<file path="src/rtl/uart_pkg.sv">
// uart_pkg: register offsets, STATUS bit positions, FSM state types and the
// bit-period divider helper shared by the uart_mmio slice.
package uart_pkg;

  localparam logic [1:0] REG_DATA   = 2'd0;
  localparam logic [1:0] REG_STATUS = 2'd1;
  localparam logic [1:0] REG_CTRL   = 2'd2;

  localparam int unsigned ST_RX_AVAIL  = 0;
  localparam int unsigned ST_TX_BUSY   = 1;
  localparam int unsigned ST_OVERRUN   = 2;
  localparam int unsigned ST_FRAME_ERR = 3;

  typedef enum logic [1:0] {BUS_IDLE, BUS_ACK, BUS_WAIT_REL} bus_state_t;
  typedef enum logic [1:0] {TX_IDLE, TX_START, TX_DATA, TX_STOP} tx_state_t;
  typedef enum logic [1:0] {RX_IDLE, RX_START, RX_DATA, RX_STOP} rx_state_t;

  // Clock cycles per serial bit, truncated.
  function automatic int unsigned calc_div(input int unsigned clk_hz,
                                           input int unsigned baud);
    return clk_hz / baud;
  endfunction

endpackage

</file>
<file path="src/rtl/uart_rx_fifo.sv">
// uart_rx_fifo: synchronous FIFO with power-of-two depth. Pointers carry one
// extra wrap bit to tell full from empty. A push into a full FIFO is accepted
// only when a pop happens in the same cycle.
module uart_rx_fifo
  import uart_pkg::*;
#(
  parameter int unsigned DEPTH = 16,
  parameter int unsigned WIDTH = 8
) (
  input  logic             clk,
  input  logic             resetn,
  input  logic             push,
  input  logic [WIDTH-1:0] din,
  input  logic             pop,
  output logic             full,
  output logic             empty,
  output logic [WIDTH-1:0] head
);

  localparam int unsigned AW = $clog2(DEPTH);

  logic [WIDTH-1:0] mem [DEPTH];
  logic [AW:0]      wr_ptr;
  logic [AW:0]      rd_ptr;
  logic             do_push;
  logic             do_pop;

  assign empty   = (wr_ptr == rd_ptr);
  assign full    = (wr_ptr[AW] != rd_ptr[AW]) && (wr_ptr[AW-1:0] == rd_ptr[AW-1:0]);
  assign do_pop  = pop && !empty;
  assign do_push = push && (!full || do_pop);
  assign head    = mem[rd_ptr[AW-1:0]];

  // Pointer update; wrap is implicit in the power-of-two width.
  always_ff @(posedge clk) begin
    if (!resetn) begin
      wr_ptr <= '0;
      rd_ptr <= '0;
    end else begin
      if (do_push) wr_ptr <= wr_ptr + 1'b1;
      if (do_pop)  rd_ptr <= rd_ptr + 1'b1;
    end
  end

  // Storage write; contents need no reset since the pointers gate visibility.
  always_ff @(posedge clk) begin
    if (do_push) mem[wr_ptr[AW-1:0]] <= din;
  end

endmodule

</file>
<file path="src/rtl/uart_mmio.sv">
// uart_mmio: memory-mapped 8N1 UART. Bus handshake FSM, TX with one-byte
// holding register, RX with 2-FF synchroniser feeding uart_rx_fifo.
// Optional macro UART_LOOPBACK_EN adds CTRL bit0 (internal txd -> rx loopback).
module uart_mmio
  import uart_pkg::*;
#(
  parameter int unsigned CLOCK_FREQ_HZ = 50000000,
  parameter int unsigned BAUD          = 115200,
  parameter int unsigned RX_DEPTH      = 16
) (
  input  logic        clk,
  input  logic        resetn,
  input  logic        ctrl_wr,
  input  logic        ctrl_rd,
  input  logic [31:0] ctrl_addr,
  input  logic [31:0] ctrl_wdat,
  output logic [31:0] ctrl_rdat,
  output logic        ctrl_done,
  input  logic        rxd,
  output logic        txd
);

  localparam int unsigned DIV = calc_div(CLOCK_FREQ_HZ, BAUD);
  localparam int unsigned CW  = $clog2(DIV);
  localparam logic [CW-1:0] BIT_LAST  = CW'(DIV - 1);
  localparam logic [CW-1:0] HALF_LAST = CW'(DIV / 2 - 1);

  // ---------------- bus side ----------------
  bus_state_t  bus_state, bus_next;
  logic        req, wr_stall, do_ack;
  logic        op_wr, op_pop;
  logic [1:0]  op_addr;
  logic [7:0]  op_wdat;
  logic [31:0] rd_value, rdat_q;
  logic        hold_full;
  logic [7:0]  hold_data;
  logic        overrun, frame_err;
  logic        fifo_full, fifo_empty, fifo_pop;
  logic [7:0]  fifo_head;
  logic        tx_busy;
  logic        unused_bits;

  assign unused_bits = ^{ctrl_addr[31:4], ctrl_addr[1:0], ctrl_wdat[31:8]};

  assign req       = ctrl_wr || ctrl_rd;
  assign wr_stall  = ctrl_wr && (ctrl_addr[3:2] == REG_DATA) && hold_full;
  assign do_ack    = (bus_state == BUS_ACK);
  assign ctrl_done = do_ack;
  assign ctrl_rdat = rdat_q;
  assign fifo_pop  = do_ack && op_pop;

`ifdef UART_LOOPBACK_EN
  logic loopback;
`endif

  // Read mux for the address currently presented on the bus.
  always_comb begin
    rd_value = '0;
    case (ctrl_addr[3:2])
      REG_DATA:   rd_value = fifo_empty ? '1 : {24'b0, fifo_head};
      REG_STATUS: rd_value = {28'b0, frame_err, overrun, tx_busy, !fifo_empty};
`ifdef UART_LOOPBACK_EN
      REG_CTRL:   rd_value = {31'b0, loopback};
`endif
      default:    rd_value = '0;
    endcase
  end

  // Bus next state: a DATA write waits in IDLE while the holding register is full.
  always_comb begin
    bus_next = bus_state;
    case (bus_state)
      BUS_IDLE:     if (req && !wr_stall) bus_next = BUS_ACK;
      BUS_ACK:      bus_next = BUS_WAIT_REL;
      BUS_WAIT_REL: if (!req) bus_next = BUS_IDLE;
      default:      bus_next = BUS_IDLE;
    endcase
  end

  // Bus state register; the request is captured when it is accepted so side
  // effects and read data are settled for the single done cycle.
  always_ff @(posedge clk) begin
    if (!resetn) begin
      bus_state <= BUS_IDLE;
      op_wr     <= 1'b0;
      op_pop    <= 1'b0;
      op_addr   <= '0;
      op_wdat   <= '0;
      rdat_q    <= '0;
    end else begin
      bus_state <= bus_next;
      if (bus_state == BUS_IDLE && bus_next == BUS_ACK) begin
        op_wr   <= ctrl_wr;
        op_addr <= ctrl_addr[3:2];
        op_wdat <= ctrl_wdat[7:0];
        op_pop  <= !ctrl_wr && (ctrl_addr[3:2] == REG_DATA) && !fifo_empty;
        rdat_q  <= ctrl_wr ? '0 : rd_value;
      end
    end
  end

  // ---------------- TX ----------------
  tx_state_t     tx_state, tx_next;
  logic [CW-1:0] tx_cnt;
  logic [2:0]    tx_bit;
  logic [7:0]    tx_shift;
  logic          tx_tick;

  assign tx_tick = (tx_cnt == '0);
  assign tx_busy = hold_full || (tx_state != TX_IDLE);

  // Holding register: filled by the bus in its done cycle, drained by TX in IDLE.
  always_ff @(posedge clk) begin
    if (!resetn) begin
      hold_full <= 1'b0;
      hold_data <= '0;
    end else if (do_ack && op_wr && op_addr == REG_DATA) begin
      hold_full <= 1'b1;
      hold_data <= op_wdat;
    end else if (tx_state == TX_IDLE && hold_full) begin
      hold_full <= 1'b0;
    end
  end

  // TX next state and line level.
  always_comb begin
    tx_next = tx_state;
    txd     = 1'b1;
    case (tx_state)
      TX_IDLE:  if (hold_full) tx_next = TX_START;
      TX_START: begin
        txd = 1'b0;
        if (tx_tick) tx_next = TX_DATA;
      end
      TX_DATA: begin
        txd = tx_shift[0];
        if (tx_tick && tx_bit == 3'd7) tx_next = TX_STOP;
      end
      TX_STOP:  if (tx_tick) tx_next = TX_IDLE;
      default:  tx_next = TX_IDLE;
    endcase
  end

  // TX state, bit-period down-counter and LSB-first shifter.
  always_ff @(posedge clk) begin
    if (!resetn) begin
      tx_state <= TX_IDLE;
      tx_cnt   <= '0;
      tx_bit   <= '0;
      tx_shift <= '0;
    end else begin
      tx_state <= tx_next;
      if (tx_state == TX_IDLE) begin
        if (hold_full) begin
          tx_shift <= hold_data;
          tx_cnt   <= BIT_LAST;
          tx_bit   <= '0;
        end
      end else if (tx_tick) begin
        tx_cnt <= BIT_LAST;
        if (tx_state == TX_DATA) begin
          tx_shift <= {1'b0, tx_shift[7:1]};
          tx_bit   <= tx_bit + 3'd1;
        end
      end else begin
        tx_cnt <= tx_cnt - 1'b1;
      end
    end
  end

  // ---------------- RX ----------------
  rx_state_t     rx_state, rx_next;
  logic          rx_src, rx_s1, rx_s2, rx_prev;
  logic [CW-1:0] rx_cnt;
  logic [2:0]    rx_bit;
  logic [7:0]    rx_shift;
  logic          rx_tick, rx_fall, rx_push, rx_ferr;

`ifdef UART_LOOPBACK_EN
  assign rx_src = loopback ? txd : rxd;
`else
  assign rx_src = rxd;
`endif

  assign rx_tick = (rx_cnt == '0);
  assign rx_fall = rx_prev && !rx_s2;
  assign rx_push = (rx_state == RX_STOP) && rx_tick && rx_s2;
  assign rx_ferr = (rx_state == RX_STOP) && rx_tick && !rx_s2;

  // Two-stage synchroniser plus one delayed copy for falling-edge detection.
  always_ff @(posedge clk) begin
    if (!resetn) begin
      rx_s1   <= 1'b1;
      rx_s2   <= 1'b1;
      rx_prev <= 1'b1;
    end else begin
      rx_s1   <= rx_src;
      rx_s2   <= rx_s1;
      rx_prev <= rx_s2;
    end
  end

  // RX next state: a start bit that is high again at mid-bit is a glitch.
  always_comb begin
    rx_next = rx_state;
    case (rx_state)
      RX_IDLE:  if (rx_fall) rx_next = RX_START;
      RX_START: if (rx_tick) rx_next = rx_s2 ? RX_IDLE : RX_DATA;
      RX_DATA:  if (rx_tick && rx_bit == 3'd7) rx_next = RX_STOP;
      RX_STOP:  if (rx_tick) rx_next = RX_IDLE;
      default:  rx_next = RX_IDLE;
    endcase
  end

  // RX state, sample counter (half period first, then full) and shifter.
  always_ff @(posedge clk) begin
    if (!resetn) begin
      rx_state <= RX_IDLE;
      rx_cnt   <= '0;
      rx_bit   <= '0;
      rx_shift <= '0;
    end else begin
      rx_state <= rx_next;
      if (rx_state == RX_IDLE) begin
        if (rx_fall) rx_cnt <= HALF_LAST;
      end else if (rx_tick) begin
        rx_cnt <= BIT_LAST;
        if (rx_state == RX_START) rx_bit <= '0;
        if (rx_state == RX_DATA) begin
          rx_shift <= {rx_s2, rx_shift[7:1]};
          rx_bit   <= rx_bit + 3'd1;
        end
      end else begin
        rx_cnt <= rx_cnt - 1'b1;
      end
    end
  end

  uart_rx_fifo #(
    .DEPTH (RX_DEPTH),
    .WIDTH (8)
  ) u_fifo (
    .clk    (clk),
    .resetn (resetn),
    .push   (rx_push),
    .din    (rx_shift),
    .pop    (fifo_pop),
    .full   (fifo_full),
    .empty  (fifo_empty),
    .head   (fifo_head)
  );

  // Sticky flags; a new event in the clearing cycle keeps the flag set.
  always_ff @(posedge clk) begin
    if (!resetn) begin
      overrun   <= 1'b0;
      frame_err <= 1'b0;
    end else begin
      if (rx_push && fifo_full && !fifo_pop)
        overrun <= 1'b1;
      else if (do_ack && op_wr && op_addr == REG_STATUS && op_wdat[ST_OVERRUN])
        overrun <= 1'b0;
      if (rx_ferr)
        frame_err <= 1'b1;
      else if (do_ack && op_wr && op_addr == REG_STATUS && op_wdat[ST_FRAME_ERR])
        frame_err <= 1'b0;
    end
  end

`ifdef UART_LOOPBACK_EN
  // CTRL register: bit0 routes txd back into the receiver.
  always_ff @(posedge clk) begin
    if (!resetn)
      loopback <= 1'b0;
    else if (do_ack && op_wr && op_addr == REG_CTRL)
      loopback <= op_wdat[0];
  end
`endif

endmodule

</file>
<file path="config.mk">
export PLATFORM = sky130hd
export DESIGN_NAME = uart_mmio
export DESIGN_NICKNAME = d
export VERILOG_FILES = /design/src/rtl/uart_pkg.sv /design/src/rtl/uart_rx_fifo.sv /design/src/rtl/uart_mmio.sv
export SDC_FILE = /design/constraint.sdc
export NUM_CORES = 1
export LEC_CHECK = 0
export BUFFER_PORTS_ARGS = -buffer_cell sky130_fd_sc_hd__buf_2
export CORE_ASPECT_RATIO = 0.5
export CORE_MARGIN = 2
export CORE_UTILIZATION = 30
export CTS_BUF_LIST = sky130_fd_sc_hd__clkbuf_8
export DETAILED_ROUTE_END_ITERATION = 6
export PLACE_DENSITY = 0.51
export SLEW_MARGIN = 20
export SYNTH_ARGS = -nofsm -noshare
export SYNTH_HDL_FRONTEND = slang
export SYNTH_SLANG_ARGS = --single-unit
</file>
<file path="constraint.sdc">
create_clock -name clk -period 2.8 [get_ports clk]
set_input_delay 0.84 -clock clk [delete_from_list [all_inputs] [get_ports clk]]
set_output_delay 0.84 -clock clk [all_outputs]
set_load 0.02 [all_outputs]
</file>
==> flow_metrics.tcl, run 1 <==
set metrics [dict create \
    outcome "finished clean" \
    grt_usage_pct 13.1 \
    antenna_found_initial 0 \
    drc 0 \
    setup_tns_ps 0 \
    drt_iter0_drc 368 \
    slowest_stage "o21a_1" \
    synthDistinctLibCells 62 \
    cts_tree "built" \
    clock_path_buffers 3 \
    n_antenna_cell 0 \
    cts_buffers 36 \
    ctsHtreeMaxLevel 2 \
    cp_num_buf_inv 2 \
    timing.fmax_mhz 401 \
    crit_family "simple AND/OR/NAND/NOR gates" \
    hold_path_class "register to register" \
    hold_violations 0 \
    worst_pin_slew_ps 754 \
    path_class "register to register" \
    cellLeakagePower_nw 4.07 \
    nFillCells 2973 \
    rows 45 \
    path_cells "inv_1 > ha_1 > or3b_1 > nor4_2 > o21a_1 > and3_1 > buf_4" \
    grt.overflow.total 0 \
    clk-insertion-delay-late_ps 550 \
    finalNetCount 898 \
    firstDrtPassIters 4 \
    crit_path_max_fanout 14 \
    ys_ff_latch 223 \
    final_max_slew_viol_count 0 \
    arrival_ps 2720 \
    synth-edff-count 128 \
    netlist_instances 740 \
    wl_per_cell_um 16.7 \
    async_reset_ff_share_pct 0 \
    hold_ws_ps 407 \
    die_w_um 254 \
    vias 5958 \
    coreArea_um2 30500 \
    syn2layout_area_growth_pct 16.5 \
    wl_um 21100 \
    drive_above_1_share_pct 21.8 \
    ir_worst_vdd_uv 246 \
    dieArea_um2 32800 \
    ys_seq_area_share_pct 61.3 \
    synth_area_per_cell_um2 12.7 \
    cts.sinks 223 \
    powerDensity_nw_per_um2 711 \
    cts_resized 0 \
    dp_hpwl_um 13800 \
    synth_nets 829 \
    finalCriticalPeriod_ps 2490 \
    clk_pin_slew_ps 60 \
    pin_count 103 \
    p_total_w 0.00777 \
    max_stage_delay_ps 400 \
    cp.required_ps 3030 \
    grt_start_max_net_pins 28 \
    seq_area_um2 5750 \
    globalplace.congestion 0.767 \
    synth-main-ff-cell "edfxtp_1" \
    yosys_warnings 0 \
    cts-root-buf "clkbuf_8" \
    startpoint_type "register" \
    cts_setup_buffers 0 \
    multi_input_area_um2 3250 \
    maxSlewHeadroom_pct 49.6 \
    rsz0062_at_grt "no" \
    routed_via_density 4.73 \
    max_cap_viol_count 0 \
    io_buffers 48 \
    fin_crit_sh_pct 89.1 \
    grt_first_pass_wirelength_um 32900 \
    synth_area_um2 9380 \
    crit_path_end_kind "register" \
    start_util_pct 30.7 \
    antenna_left 0 \
    grt_pass1_vias 5933 \
    hold_buffers 0 \
    dieHeight_um 129 \
    finClkSkew_ps 28.4 \
    setup_viol 0 \
]
==> cells in the mapped netlist (all sizes together) (2+ instances only) <==
cell      n  area share (%)
nand4     6            0.40
a31oi     6            0.40
o211ai    2            0.16
or2       4            0.27
nand3b    2            0.16
nor2     70             2.8
mux2i    33             3.5
ha       20             2.7
xnor2     5            0.47
inv      17            0.68
or3       9            0.60
or4       4            0.32
nand2b    5            0.33
nor4      6            0.47
mux4     30             7.2
nand2    51             2.0
a211oi   10            0.80
and2      3            0.20
a32oi     2            0.19
and3     17             1.1
a21oi    44             2.3
o21ai    20             1.1
o31ai     2            0.16
edfxtp  128              41
nor3b     4            0.37
dfxtp    95              20
o21a      2            0.16
nand3    14            0.80
a211o     2            0.19
o41ai     5            0.47
buf      32             2.3
nor2b    12            0.80
a22oi     7            0.56
o211a     3            0.32
clkbuf   28             1.1
mux2      2            0.24
xor2      8            0.75
nor3     12            0.64
a21o      2            0.16
==> power by group <==
part	switching [W]	total, W	internal [W]
clock network	0.00130	0.00286	0.00155
logic	0.000753	0.00124	0.000487
registers	0.000114	0.00367	0.00356
==> metal layers <==
layer | vias to the layer above | track usage [%] | share of wire (%)
li1 | 2873 | - | -
met1 | 2948 | 16.8 | 45
met2 | 99 | 21.8 | 47
met3 | 38 | 3.42 | 5.0
met4 | 0 | 4.19 | 2.2
met5 | - | 0 | 0
==> kinds of logic after synthesis <==
family                   count (synthesis)  share of synthesized area, %
AND/OR/NAND/NOR                        225                          11.9
flip-flops                             223                          61.3
AO/OA/AOI/OAI                          116                          7.83
buffers and inverters                   78                          4.12
multiplexers                            65                          11.0
adder cells (fa/ha/maj)                 20                          2.67
XOR/XNOR                                13                          1.21
==> metrics by stage <==
step	instances	cell area [um^2]	worst slack [ps]	utilization [%]
after floorplan	740	9380	198	-
after global placement	1194	10200	325	33.4
after detailed placement	1194	10200	317	33.4
after CTS	1259	10900	308	35.8
after global routing	1259	10900	120	35.8
final	1259	10900	306	35.8
==> final cells by class <==
cell class	instances	area share (%)
inverters	18	0.619
flip-flops and latches	223	52.6
clock buffers	45	5.67
well taps	423	4.85
multi-input cells	439	29.8
clock inverters	20	1.10
repair buffers	91	5.38
==> final timing paths <==
check	slack (ps)	from	cells after the start	endpoint
worst min-delay path	410	rx_s1$_SDFF_PN1_	1	rx_s2$_SDFF_PN1_
worst max-delay path	310	rx_cnt[0]$_SDFFE_PN0P_	7	u_fifo.mem[2][3]$_DFFE_PP_
worst min register to register	410	rx_s1$_SDFF_PN1_	1	rx_s2$_SDFF_PN1_
worst max register to register	310	rx_cnt[0]$_SDFFE_PN0P_	7	u_fifo.mem[2][3]$_DFFE_PP_
==> cells in the final DEF (no fill, tap or decap), drive strengths merged, types with 14 or more instances in the layout <==
master,instances
edfxtp,128
dfxtp,95
buf,91
nor2,70
nand2,51
clkbuf,45
a21oi,44
mux2i,33
inv,31
mux4,30
ha,20
o21ai,20
and3,17
nand3,14
==> flip-flops by register name, summed over array words and instances, names as in the netlist, 2 cells and up, named ones only <==
| register | cells |
|---|---|
| tx_cnt | 9 |
| bus_state | 2 |
| op_addr | 2 |
| tx_state | 2 |
| rx_shift | 8 |
| tx_bit | 3 |
| u_fifo.mem | 128 |
| hold_data | 8 |
| rx_cnt | 9 |
| tx_shift | 8 |
| op_wdat | 8 |
| ctrl_rdat | 9 |
| u_fifo.rd_ptr | 5 |
| rx_bit | 3 |
| u_fifo.wr_ptr | 5 |
No activity file was read; power rests on OpenSTA's default activity.
==> run 2: changes to the inputs <==
- CORE_ASPECT_RATIO: 0.5 -> 2
- clock period: 2.8 -> 3 ns (I/O delays scaled with it)
==> run 2 against run 1 <==
Final cell count decreased by 1.7%. Setup slack improved by 54 ps. Count of clock-buffer cells in the layout decreased by 11. Largest cell class unchanged. Critical endpoint is now u_fifo.mem[10][7]$_DFFE_PP_. Register-to-register slack improved by 50 ps. Sequential share of layout area increased by 0.64 points. Maximum frequency decreased by 5.5%. Global-route usage increased by 0.97 points. Critical path depth unchanged. Cell area decreased by 1.2%.
==> flow_metrics.tcl, run 2 (same netlist as run 1, synthesis figures left out) <==
set metrics [dict create \
    critical_path.startpoint "rx_cnt[0]$_SDFFE_PN0P_" \
    die_w_um 129 \
    start_util_pct 30.4 \
    vias 5910 \
    grt.overflow.total 0 \
    wl_per_cell_um 18.3 \
    dr_wl_met3_um 650 \
    dp_hpwl_um 16200 \
    cts_buffers 31 \
    clk-insertion-delay-late_ps 590 \
    p_total_w 0.00709 \
    final_max_slew_viol_count 0 \
    largest_reg_flops 128 \
    coreArea_um2 30900 \
    dieArea_um2 32800 \
    antenna_left 0 \
    powerDensity_nw_per_um2 657 \
    max_stage_delay_ps 440 \
    cts_setup_buffers 0 \
    antenna_found_initial 1 \
    highest_layer "met4" \
    reg2reg_depth 7 \
    timing.fmax_mhz 379 \
    layout_commonest_cell "edfxtp_1" \
    crit_path_max_fanout 14 \
    most-common-layout-cells "128 x edfxtp_1, 94 x dfxtp_1, 70 x nor2_1" \
    drive_above_1_share_pct 20.3 \
    finalNetCount 884 \
    cts_tree "built" \
    dieHeight_um 254 \
    r2r-start "rx_cnt[0]$_SDFFE_PN0P_" \
    r2r_setup_slack_ps 360 \
    max_cap_viol_count 0 \
    drc 0 \
    rsz0062_at_grt "no" \
    fin_crit_sh_pct 88.0 \
    reg2reg_to "u_fifo.mem[10][7]$_DFFE_PP_" \
    slowest_stage "or3b_1" \
    wl_um 22700 \
    place_area_um2 10100 \
    clock_path_buffers 3 \
    grt_usage_pct 14.0 \
    grt_start_max_net_pins 76 \
    setup_viol 0 \
    maxSlewHeadroom_pct 48.0 \
    grt_pass1_vias 6097 \
    io_buffers 48 \
    hold_violations 0 \
    rows 91 \
    cts.sinks 223 \
    met1Wirelength_um 7590 \
    finish.utilization_pct 35.0 \
    cp-endpoint "u_fifo.mem[10][7]$_DFFE_PP_" \
    pin_count 103 \
    cts_resized 0 \
    startpoint_type "register" \
    syn2layout_area_growth_pct 15.1 \
    outcome "finished clean" \
    finClkSkew_ps 15.3 \
    route.met2.wl_um 13600 \
    setup_tns_ps 0 \
    ctsHtreeMaxLevel 1 \
    firstDrtPassIters 4 \
    post-route-cell-area_um2 10800 \
    hold_buffers 0 \
    hold_ws_ps 404 \
    finalCriticalPeriod_ps 2640 \
    ir_worst_vdd_uv 467 \
    clk_pin_slew_ps 70 \
    drt_iter0_drc 276 \
    worst_pin_slew_ps 776 \
    grt_first_pass_wirelength_um 34600 \
    hold_path_class "register to register" \
    arrival_ps 2940 \
    cp.required_ps 3300 \
    globalplace.congestion 0.767 \
    cts-root-buf "clkbuf_8" \
    routed_via_density 4.77 \
    path_cells "inv_1 > ha_1 > or3b_1 > nor4_2 > o21a_1 > and3_1 > buf_12" \
    crit_path_end_kind "register" \
    path_class "register to register" \
    cellLeakagePower_nw 3.98 \
]
## run 2: changes by cell type in the layout (fill, tap and decap cells not counted), moves of 2 or more
cell       before  now
buf_4          41   29
clkinv_1        3    7
clkinv_2        2    7
buf_12          2    5
clkbuf_8       45   34
inv_1          28   23
bufinv_16       1    3
## run 2: power breakdown
| group | switching, W | internal (W) |
|---|---|---|
| clock | 0.00116 | 0.00130 |
| combinational | 0.000729 | 0.000463 |
| sequential | 0.000111 | 0.00332 |
## run 2: worst min-delay path by stage
stage,start,endpoint,slack (ps),depth (start not counted)
6_report,rx_s1$_SDFF_PN1_,rx_s2$_SDFF_PN1_,400,1
3_3_place_gp,rx_s1$_SDFF_PN1_,rx_s2$_SDFF_PN1_,410,1
2_1_floorplan,rx_s1$_SDFF_PN1_,rx_s2$_SDFF_PN1_,390,1
3_5_place_dp,rx_s1$_SDFF_PN1_,rx_s2$_SDFF_PN1_,400,1
4_1_cts,rx_s1$_SDFF_PN1_,rx_s2$_SDFF_PN1_,410,1
5_1_grt,rx_s1$_SDFF_PN1_,rx_s2$_SDFF_PN1_,450,1
## run 2: cell type report
type / count / area, um^2
Clock inverter: 23 / 174
Inverter: 18 / 67.6
Timing Repair Buffer: 82 / 558
Fill cell: 3062 / 20100
Tap cell: 418 / 523
Sequential cell: 223 / 5750
Antenna cell: 1 / 2.50
Multi-Input combinational cell: 439 / 3250
Clock buffer: 34 / 468
## run 2: stage by stage
step / setup WS, ps / std cells
2_1_floorplan: 398 / 740
3_3_place_gp: 423 / 1180
3_5_place_dp: 359 / 1180
4_1_cts: 338 / 1237
5_1_grt: 213 / 1238
6_report: 359 / 1238
## run 2: routing by layer
metal	global-route usage [%]	up-vias
li1	-	2843
met1	12.9	2905
met2	29.3	112
met3	1.64	50
met4	6.27	0
met5	0	-
## run 2: worst max-delay path, delay by kind of cell, from the launching register on
family | cells | cell delay (ps)
buffers and inverters | 2 | 240
adders and majority gates | 1 | 180
AOI/OAI and AO/OA | 1 | 430
DFF | 1 | 350
and+or+nand+nor | 3 | 1160
==> run 3: changes to the inputs <==
- CORE_UTILIZATION: 30 -> 53
- PLACE_DENSITY: 0.51 -> 0.73
==> run 3 against run 2 <==
The run now ends with DRC left. Cell area down 4.2%. Critical path depth down 1. Combinational power down 4%. Setup slack worse by 81 ps. Die area down 43%. Worst hold slack better by 42 ps. Sequential power about the same. Highest routed layer unchanged.
==> flow_metrics.tcl, run 3 (same netlist as run 1, synthesis figures left out) <==
set metrics [dict create \
    outcome "finished, violations left" \
    violations "DRC" \
    grt_usage_pct 21.6 \
    antenna_left 0 \
    wl_um 20000 \
    cts-root-buf "clkbuf_8" \
    final_max_slew_viol_count 0 \
    path_class "register to register" \
    nFillCells 1324 \
    coreArea_um2 17300 \
    cts_tree "built" \
    ctsHtreeMaxLevel 1 \
    max_cap_viol_count 0 \
    drc 16 \
    cts_setup_buffers 0 \
    crit_path_end_kind "register" \
    grt.overflow.total 0 \
    finClkSkew_ps 22.1 \
    drt_iter0_drc 299 \
    hold_violations 0 \
    io_buffers 48 \
    pin_count 103 \
    wl_per_cell_um 19.8 \
    grt_start_max_net_pins 55 \
    rows 68 \
    arrival_ps 2920 \
    startpoint_type "register" \
    clk-insertion-delay-late_ps 560 \
    cellLeakagePower_nw 3.87 \
    start_util_pct 54.3 \
    routed_via_density 5.86 \
    timing.fmax_mhz 367 \
    p_sw_share_pct 27.8 \
    finalNonFillerCells 1012 \
    cp.required_ps 3200 \
    dieHeight_um 192 \
    cts_buffers 29 \
    powerDensity_nw_per_um2 660 \
    hold_path_class "register to register" \
    clk_pin_slew_ps 70 \
    maxSlewHeadroom_pct 35.1 \
    layout_commonest_cell "edfxtp_1" \
    crit_path_max_fanout 14 \
    hold_ws_ps 445 \
    rsz0062_at_grt "no" \
    antenna_found_initial 0 \
    dp_hpwl_um 14300 \
    firstDrtPassIters 7 \
    cts_resized 0 \
    grt_first_pass_wirelength_um 31800 \
    internal-power_w 0.00493 \
    finalCriticalPeriod_ps 2720 \
    drive_above_1_share_pct 19.1 \
    vias 5933 \
    combPwrFrac_pct 16.7 \
    p_switching_w 0.00190 \
    hold_path_depth 1 \
    dp.cells 959 \
    cts.sinks 223 \
    finalNetCount 869 \
    finish.utilization_pct 59.8 \
    most-common-layout-cells "128 x edfxtp_1, 94 x dfxtp_1, 70 x nor2_1" \
    reg2reg_depth 6 \
    grt_pass1_vias 6180 \
    hold_buffers 0 \
    syn2layout_area_growth_pct 10.2 \
    clkPwrFrac_pct 33.0 \
    r2r_setup_slack_ps 280 \
    ir_worst_vdd_uv 269 \
    clock_path_buffers 3 \
    sequentialPowerShare_pct 50.3 \
    worst_pin_slew_ps 974 \
    n_antenna_cell 0 \
    globalplace.congestion 0.888 \
    dieArea_um2 18800 \
    setup_tns_ps 0 \
    setup_viol 0 \
    largest_reg_flops 128 \
    fin_crit_sh_pct 90.7 \
    die_w_um 98.1 \
]
==> run 3: through the flow <==
| stage | area (um^2) | total power [W] | setup WS, ps |
|---|---|---|---|
| after floorplan | 9380 | 0.00432 | 398 |
| after global placement | 9740 | 0.00456 | 354 |
| after detailed placement | 9740 | 0.00462 | 294 |
| after CTS | 10300 | 0.00686 | 258 |
| after global routing | 10300 | 0.00713 | 105 |
| final | 10300 | 0.00683 | 279 |
==> run 3: critical path: stages (launching register included) <==
cell and delay (ps):
dfxtp_1 350, inv_1 70, ha_1 200, or3b_1 420, nor4_2 420, o21a_1 410
and3_1 490
==> run 3: final cells by class <==
type                            instances  area (um^2)  area share, %
Timing Repair Buffer                   69          410           3.97
Inverter                               18         67.6          0.654
Clock inverter                         20          141           1.37
Multi-Input combinational cell        439         3250           31.5
Clock buffer                           33          454           4.39
Tap cell                              210          263           2.54
Sequential cell                       223         5750           55.6
==> run 3: final timing paths <==
check | endpoint | startpoint
max reg2reg | u_fifo.mem[14][1]$_DFFE_PP_ | rx_cnt[0]$_SDFFE_PN0P_
max | u_fifo.mem[14][1]$_DFFE_PP_ | rx_cnt[0]$_SDFFE_PN0P_
min | rx_s2$_SDFF_PN1_ | rx_s1$_SDFF_PN1_
min reg2reg | rx_s2$_SDFF_PN1_ | rx_s1$_SDFF_PN1_
==> run 3: power by group through the flow <==
stage / Clock (W) / Sequential [W] / Combinational (W)
global route: 0.00242 / 0.00345 / 0.00126
detailed placement: 0 / 0.00350 / 0.00112
CTS: 0.00230 / 0.00343 / 0.00113
finish: 0.00225 / 0.00343 / 0.00114
floorplan: 0 / 0.00347 / 0.000853
global placement: 0 / 0.00348 / 0.00107
==> run 3: metal layers <==
| metal | GRT usage (%) | routed length (um) | up-vias |
|---|---|---|---|
| li1 | - | - | 2806 |
| met1 | 21.4 | 6740 | 2881 |
| met2 | 42.3 | 11400 | 190 |
| met3 | 2.80 | 780 | 56 |
| met4 | 11.8 | 1090 | 0 |
| met5 | 0 | 0 | - |
